===== src/rtl/uart_tx_ser.sv =====
// UART transmit serializer: pulls bytes from a non-show-ahead FIFO and shifts them out as
// 8N1/8N2 asynchronous frames at CLK_DIV system clocks per bit.
module uart_tx_ser #(
  parameter int unsigned CLK_DIV   = 434,
  parameter int unsigned STOP_BITS = 1
) (
  input  logic        clk,
  input  logic        rst,
  input  logic        ena,
  output logic        tx_fifo_rden,
  input  logic [7:0]  tx_fifo_rdata,
  input  logic        tx_fifo_empty,
  output logic        txd,
  output logic        busy,
  output logic        byte_done,
  output logic [15:0] tx_byte_cnt
);

  localparam logic [15:0] BaudLast = 16'(CLK_DIV - 1);
  localparam logic [2:0]  StopLast = 3'(STOP_BITS - 1);

  typedef enum logic [2:0] {StIdle, StRead, StLoad, StStart, StData, StStop} state_e;

  state_e      state;
  logic [15:0] baud_cnt;
  logic [2:0]  bit_cnt;
  logic [7:0]  shreg;
  logic        baud_last;

  assign baud_last = (baud_cnt == BaudLast);
  assign busy      = (state != StIdle);

  always_ff @(posedge clk or negedge rst) begin
    if (!rst) begin
      state        <= StIdle;
      txd          <= 1'b1;
      tx_fifo_rden <= 1'b0;
      byte_done    <= 1'b0;
      tx_byte_cnt  <= 16'd0;
      bit_cnt      <= 3'd0;
      baud_cnt     <= 16'd0;
      shreg        <= 8'd0;
    end else begin
      tx_fifo_rden <= 1'b0;
      byte_done    <= 1'b0;
      unique case (state)
        StIdle: begin
          txd <= 1'b1;
          if (ena && !tx_fifo_empty) begin
            tx_fifo_rden <= 1'b1;
            state        <= StRead;
          end
        end
        // FIFO data becomes valid one cycle after the read strobe.
        StRead: state <= StLoad;
        StLoad: begin
          shreg    <= tx_fifo_rdata;
          txd      <= 1'b0;
          baud_cnt <= 16'd0;
          state    <= StStart;
        end
        StStart: begin
          if (baud_last) begin
            baud_cnt <= 16'd0;
            txd      <= shreg[0];
            bit_cnt  <= 3'd0;
            state    <= StData;
          end else begin
            baud_cnt <= baud_cnt + 16'd1;
          end
        end
        StData: begin
          if (baud_last) begin
            baud_cnt <= 16'd0;
            shreg    <= shreg >> 1;
            if (bit_cnt == 3'd7) begin
              txd     <= 1'b1;
              bit_cnt <= 3'd0;
              state   <= StStop;
            end else begin
              txd     <= shreg[1];
              bit_cnt <= bit_cnt + 3'd1;
            end
          end else begin
            baud_cnt <= baud_cnt + 16'd1;
          end
        end
        // bit_cnt now counts stop-bit periods.
        StStop: begin
          if (baud_last) begin
            baud_cnt <= 16'd0;
            if (bit_cnt == StopLast) begin
              bit_cnt     <= 3'd0;
              byte_done   <= 1'b1;
              tx_byte_cnt <= tx_byte_cnt + 16'd1;
              state       <= StIdle;
            end else begin
              bit_cnt <= bit_cnt + 3'd1;
            end
          end else begin
            baud_cnt <= baud_cnt + 16'd1;
          end
        end
        default: state <= StIdle;
      endcase
    end
  end

endmodule


===== config.mk =====
export PLATFORM = sky130hd
export DESIGN_NAME = uart_tx_ser
export DESIGN_NICKNAME = d
export VERILOG_FILES = /design/src/rtl/uart_tx_ser.sv
export SDC_FILE = /design/constraint.sdc
export NUM_CORES = 1
export LEC_CHECK = 0
export CORE_ASPECT_RATIO = 1.75
export CORE_MARGIN = 2
export CORE_UTILIZATION = 35
export DETAILED_ROUTE_END_ITERATION = 12
export GPL_TIMING_DRIVEN = 0
export PLACE_DENSITY = 0.53
export SYNTH_ARGS = -nofsm -noshare
export SYNTH_HDL_FRONTEND = slang
export SYNTH_SLANG_ARGS = --single-unit

===== constraint.sdc =====
create_clock -name clk -period 4.1 [get_ports clk]
set_input_delay 0.82 -clock clk [delete_from_list [all_inputs] [get_ports clk]]
set_output_delay 0.82 -clock clk [all_outputs]
set_load 0.02 [all_outputs]

==> results of run 1 <==
-- layout make-up --
cell class	instances	share of cell area, %
multi-input cells	191	39.9
flip-flops and latches	49	38.7
repair buffers	32	10.3
clock buffers	6	4.06
well taps	86	3.39
plain buffers	12	2.05
inverters	11	1.30
clock inverters	2	0.315
-- logic make-up (layout without fill, tap and decap cells) --
kind of cell / Yosys count / after routing / share of synthesized area, %
fa+ha+maj: 6 / 6 / 2.89
compound gates: 58 / 58 / 14.0
simple gates: 102 / 102 / 22.9
flops: 49 / 49 / 47.2
xor+xnor: 15 / 15 / 5.05
mux: 10 / 10 / 3.90
buf+inv: 23 / 63 / 4.09
-- worst max-delay path: cells and delay by family, from the launching register on --
| family | cells | cell delay (ns) |
|---|---|---|
| and+or+nand+nor | 1 | 0.18 |
| buffers and inverters | 3 | 1.13 |
| DFF | 1 | 0.32 |
-- layer usage --
layer	wire (µm)	GRT usage (%)
met2	3140	27.9
met4	104	5.15
met1	2420	17.4
met3	187	2.83
met5	0	0
-- placed cells by master (no fill, tap or decap), drive strengths merged, types with 9 or more instances in the layout --
cell type	synthesis	final
dfrtp	48	48
clkdlybuf4s50	0	30
nand2	21	21
nor2	19	19
a21oi	16	16
a31oi	13	13
nand3	13	13
clkbuf	7	13
o21ai	13	13
inv	11	11
xnor2	10	10
nor3	10	10
mux2i	9	9
-- power by group through the flow --
stage | Combinational (mW) | Sequential, mW | Clock, mW
4_1_cts | 0.0301 | 0.490 | 0.416
3_3_place_gp | 0.0280 | 0.499 | 0
5_1_grt | 0.0328 | 0.490 | 0.431
3_5_place_dp | 0.0300 | 0.499 | 0
6_report | 0.0286 | 0.490 | 0.400
2_1_floorplan | 0.00604 | 0.498 | 0
-- metrics by stage --
step	power [mW]	setup slack (ns)	cells	hold WS, ns
detailed placement	0.529	1.68	381	0.471
CTS	0.935	1.35	389	0.479
global route	0.954	1.23	389	0.493
finish	0.918	1.37	389	0.472
global placement	0.527	0.653	380	0.463
floorplan	0.504	2.01	263	0.452
-- registers in the layout (all words and copies together) (netlist names) --
signal,cells
shreg,8
tx_fifo_rden,1
state,3
tx_byte_cnt,16
txd,1
baud_cnt,16
byte_done,1
bit_cnt,3
-- final timing paths --
check / endpoint / from
max in group asynchronous: txd / rst
worst max register to register: baud_cnt[14] / baud_cnt[1]
worst min-delay path: tx_byte_cnt[15] / tx_byte_cnt[15]
min in group asynchronous: tx_byte_cnt[4] / rst
worst max-delay path: busy / state[0]
worst min register to register: tx_byte_cnt[15] / tx_byte_cnt[15]
==> summary.txt, run 1 <==
Status
  – Run status: completed

Detailed routing
  – Routed vias: just over 2000
  – Total wire length: about 5900 µm
  – Number of design rule violations left after detail routing: 0
  – ANT nets after route: 0
  – Number of design-rule violations left by the first detailed-router iteration: 92
  – Pre-antenna DRT Iters: 4
  – Average detailed-routed wire length per instance: approximately 15 µm
  – Via density: approximately 5.3

Yosys
  – Warning count from the yosys run: 0
  – Avg Cell Area, Syn: 9.89 µm²
  – Primary flip-flop cell chosen by synthesis mapping: dfrtp_1
  – Post-Synthesis Cell Area: roughly 2600 µm²
  – Post-synthesis sequential element count: approximately 50
  – Top post-synthesis cells by area: dfrtp_1 46%, mux2i_1 3.5%, xnor2_1 3.4%, a31oi_1 3.1%, ha_1 2.9%
  – Cell accounting for the most synthesized area: dfrtp_1
  – Synth async-reset ratio: 100%
  – Share of the synthesized area in the top cell type: roughly 46%
  – EDFF count, synth: 0
  – Nets in the synthesized netlist: roughly 280
  – Sequential area share after synthesis: between 40 and 50%
  – Unique masters post-synth: 53
  – Most used standard cells in the synthesized netlist: 48 x dfrtp_1, 20 x nand2_1, 19 x nor2_1
  – Cells after synthesis: roughly 260
  – Dominant cell by count in the synthesized netlist: dfrtp_1

Critical path
  – Largest fanout of any net on the critical path: 9
  – Signal arrival time at the worst endpoint: about 1.9 ns
  – Type of origin of the critical path: register
  – Worst Reg-to-Reg Cells: 8
  – Longest individual stage delay on the worst path: between 0.6 and 0.7 ns
  – Critical path's slowest cell: clkdlybuf4s50_1
  – Cells traversed along the worst timing path: clkbuf_1, inv_1, nand2_1, clkdlybuf4s50_1
  – Register-to-register path setup slack: around 1.7 ns
  – Worst setup path category: register to primary output
  – Critical Path RT: 3.28 ns
  – Crit end category: primary output

Clock network
  – Number of buffers created by CTS: 5
  – Hold-fix buffer count after cts: 0
  – Number of gates resized after CTS: 0
  – Clk pin slew, worst setup/hold paths: 0.06 ns
  – Buffer depth of the longest clock path: 2
  – Buffer count from post-CTS setup fixing: 0
  – H-tree depth reported by CTS: 2
  – CTS Root Buffer Type: clkbuf_16
  – Insertion delay to the later sink of the worst-skew pair: around 0.29 ns
  – Clock tree from TritonCTS: yes
  – Number of sinks handled by clock tree synthesis: 49

Floorplan
  – Die height: 118 µm
  – Horiz. Die Dim: approximately 69 µm
  – Standard-cell row count: 41
  – Core outline area: around 7200 µm²
  – Number of top-level pins: 32
  – Initial standard-cell utilization of the core: ~36%
  – DIE AREA: a little over 8000 µm²

Pwr
  – Worst IR drop on VDD: around 190 µV
  – Switching fraction of total power: a little over a fifth
  – Proportion of power drawn by flip-flops and latches: between 50 and 60%
  – Pint: approximately 0.73 mW
  – Leak Pwr: roughly 1.4 nW
  – Cell area power density: 289 nW/µm²
  – Switching Power: 0.192 mW
  – Comb power frac: a little over 3%
  – Clock group share of total power: around 44%

Place
  – Total half-perimeter wirelength after legalization and detailed placement: 4380 µm
  – Final RePlAce weighted congestion: a little over 0.8
  – Placement Cell Area: ~3000 µm²
  – IO Port Bufs: 31

GRT
  – Wire length of the first global-routing pass: approximately 10000 µm
  – Number of antenna violations at the first check in global routing: 0
  – Gr ovfl total: 0
  – Number of global-route vias before repair: just over 2000
  – Pin count of the biggest net entering global routing: 26
  – GRT Total Usage: 15.2%

Cells and area
  – Sequential cell area: roughly 1200 µm²
  – Share of layout cells above drive strength 1: 9.90%
  – Relative area change from synthesis to final layout: 22.0%
  – Layout filler cell count: 707
  – Fin area: between 3000 and 4000 µm²
  – # diodes: 0
  – Number of nets in the layout: 320
  – Combined area of the multi-input logic cells: 1270 µm²
  – Final core utilization: a little over two fifths

Timing
  – Number of failing hold endpoints at the final stage: 0
  – Slew @ Worst Pin: 0.756 ns
  – Skew final: 0.00335 ns
  – Post-layout min period: approximately 2.7 ns
  – Part of the cycle the worst path needs: between 60% and 70%
  – Number of slew-limit violations in the final report: 0
  – Remaining max-slew budget at the tightest pin: 49.1%
  – Setup violations, final: 0
  – Highest achievable clock rate: about 370 MHz
  – RSZ-0062 raised after global routing: false
  – Summed negative setup slack over all endpoints: 0 ns

Hold path
  – Min-Delay Path Depth: 1
  – Class of the worst hold path: register to register

Run
  – Max_cap viols: 0
No activity file was read; power rests on OpenSTA's default activity.
==> run 2: changes to the inputs <==
PLACE_DENSITY = 0.55   (was 0.53)
clock period = 2.5 ns   (was 4.1 ns; I/O delays follow)
==> summary.txt, run 2 (synthesized netlist as in run 1, its figures left out) <==
Timing
  – Number of failing hold endpoints at the final stage: 0
  – Skew final: roughly 0.0073 ns
  – Remaining max-slew budget at the tightest pin: 56.7%
  – Setup violations, final: 0
  – RSZ-0062 raised after global routing: false
  – Summed negative setup slack over all endpoints: 0 ns
  – Part of the cycle the worst path needs: 94.9%
  – Number of slew-limit violations in the final report: 0
  – Slew @ Worst Pin: about 0.64 ns
  – Post-layout min period: 2.37 ns
  – Highest achievable clock rate: around 420 MHz

Critical path
  – Worst Reg-to-Reg Cells: 7
  – Type of origin of the critical path: register
  – Crit end category: primary output
  – Signal arrival time at the worst endpoint: 1.87 ns
  – Destination of the worst register-to-register timing path: baud_cnt[14]
  – Reg-to-reg critical path startpoint: baud_cnt[10]
  – Largest fanout of any net on the critical path: 10
  – Critical Path RT: ~2.0 ns
  – Register-to-register path setup slack: 0.14 ns
  – Worst setup path category: register to primary output

Cells and area
  – # diodes: 0
  – Post-layout instance count excluding filler cells: 389
  – Relative area change from synthesis to final layout: 22.5%
  – Largest registers: baud_cnt (16), tx_byte_cnt (16), shreg (8)
  – Most frequent standard cell in the layout excluding fill and tap cells: dfrtp_1
  – Number of nets in the layout: between 300 and 400
  – Share of layout cells above drive strength 1: between 10% and 20%
  – Fin area: 3190 µm²
  – Most frequent cells in the layout: 48 x dfrtp_1, 30 x clkdlybuf4s50_1, 20 x nand2_1, 19 x nor2_1, 14 x a21oi_1

Detailed routing
  – Via density: between 5 and 6
  – Pre-antenna DRT Iters: 4
  – Routed vias: about 2100
  – Average detailed-routed wire length per instance: approximately 16 µm
  – Number of design rule violations left after detail routing: 0
  – ANT nets after route: 0
  – Number of design-rule violations left by the first detailed-router iteration: between 80 and 90
  – Total wire length: slightly above 6000 µm

Floorplan
  – Initial standard-cell utilization of the core: a little over a third
  – Number of top-level pins: 32
  – Standard-cell row count: slightly above 40
  – Die height: 118 µm
  – Horiz. Die Dim: between 60 and 70 µm
  – DIE AREA: 8170 µm²
  – Core outline area: approximately 7200 µm²

GRT
  – Number of global-route vias before repair: about 2200
  – Number of antenna violations at the first check in global routing: 0
  – Pin count of the biggest net entering global routing: 39
  – Wire length of the first global-routing pass: between 10000 and 15000 µm
  – GRT Total Usage: between 10% and 20%
  – Gr ovfl total: 0

Hold path
  – Class of the worst hold path: input port to asynchronous set/reset pin

Place
  – IO Port Bufs: 31
  – Final RePlAce weighted congestion: about 0.8
  – Placement Cell Area: ~3000 µm²
  – Total half-perimeter wirelength after legalization and detailed placement: 4520 µm
  – Cell total after placement: roughly 380

Clock network
  – Number of sinks handled by clock tree synthesis: between 40 and 50
  – CTS Root Buffer Type: clkbuf_16
  – Clock tree from TritonCTS: yes
  – Number of buffers created by CTS: 5
  – H-tree depth reported by CTS: 2
  – Insertion delay to the later sink of the worst-skew pair: ~0.30 ns
  – Buffer depth of the longest clock path: 2
  – Clk pin slew, worst setup/hold paths: 0.07 ns

Pwr
  – Leak Pwr: about 1.4 nW
  – Worst IR drop on VDD: around 240 µV
  – Cell area power density: between 400 and 500 nW/µm²

Run
  – Max_cap viols: 0

Status
  – Run status: completed
[run 2: cell counts in the layout (fill, tap and decap cells not counted)]
Identical to the previous run, type by type.
[run 2: repair_timing]
item | 4_1_cts | 5_1_grt
hold buffers | 0 | 0
buffers inserted | 0 | 0
gates resized for setup | 0 | 0
setup endpoints to repair | 0 | 2
[run 2: power by group]
group          internal, mW  total (mW)  switching (mW)  leakage [nW]
Clock                 0.399       0.708           0.309        0.0768
Combinational        0.0231      0.0467          0.0236         0.676
Sequential            0.799       0.803         0.00446         0.629
Total                  1.22        1.56           0.337          1.38
[run 2: worst max-delay path, cell delays in order, from the launching register on]
cell             delay (ns)
dfrtp_1                0.34
clkbuf_1               0.37
nor2_1                 0.12
nand2_1                0.13
clkdlybuf4s50_1        0.61
[run 2: per-stage QoR]
step,hold WS (ns),total power [mW],utilization [%],setup WS (ns)
floorplan,0.204,0.827,-,0.412
global placement,0.464,0.864,41.7,-0.625
detailed placement,0.417,0.868,41.9,0.146
CTS,0.100,1.58,44.1,0.101
global route,0.110,1.62,44.1,0.00518
finish,0.0911,1.56,44.1,0.127
[run 2: worst max-delay path by stage]
stage                           to  slack [ns]         start  cells after the start
global placement       baud_cnt[0]       -0.62           rst                      1
global route          baud_cnt[14]       0.005  baud_cnt[10]                      7
detailed placement    baud_cnt[14]        0.15   baud_cnt[1]                      8
CTS                           busy        0.10      state[1]                      4
floorplan           tx_byte_cnt[1]        0.41   baud_cnt[1]                      6
finish                        busy        0.13      state[1]                      4
[run 2: routing by layer]
metal  track usage, %  up-vias  wire, µm
met5                0        -         0
met4             8.33        0       221
met3             2.40       20       183
met2             28.4       59      3320
met1             18.0     1037      2470
li1                 -     1026         -
[run 2: final cells by class]
type	count	area, µm²
multi-input cells	191	1270
flip-flops and latches	49	1230
fillers	712	4050
plain buffers	12	65.1
inverters	11	41.3
clock buffers	6	139
well taps	86	108
clock inverters	2	13.8
repair buffers	32	325
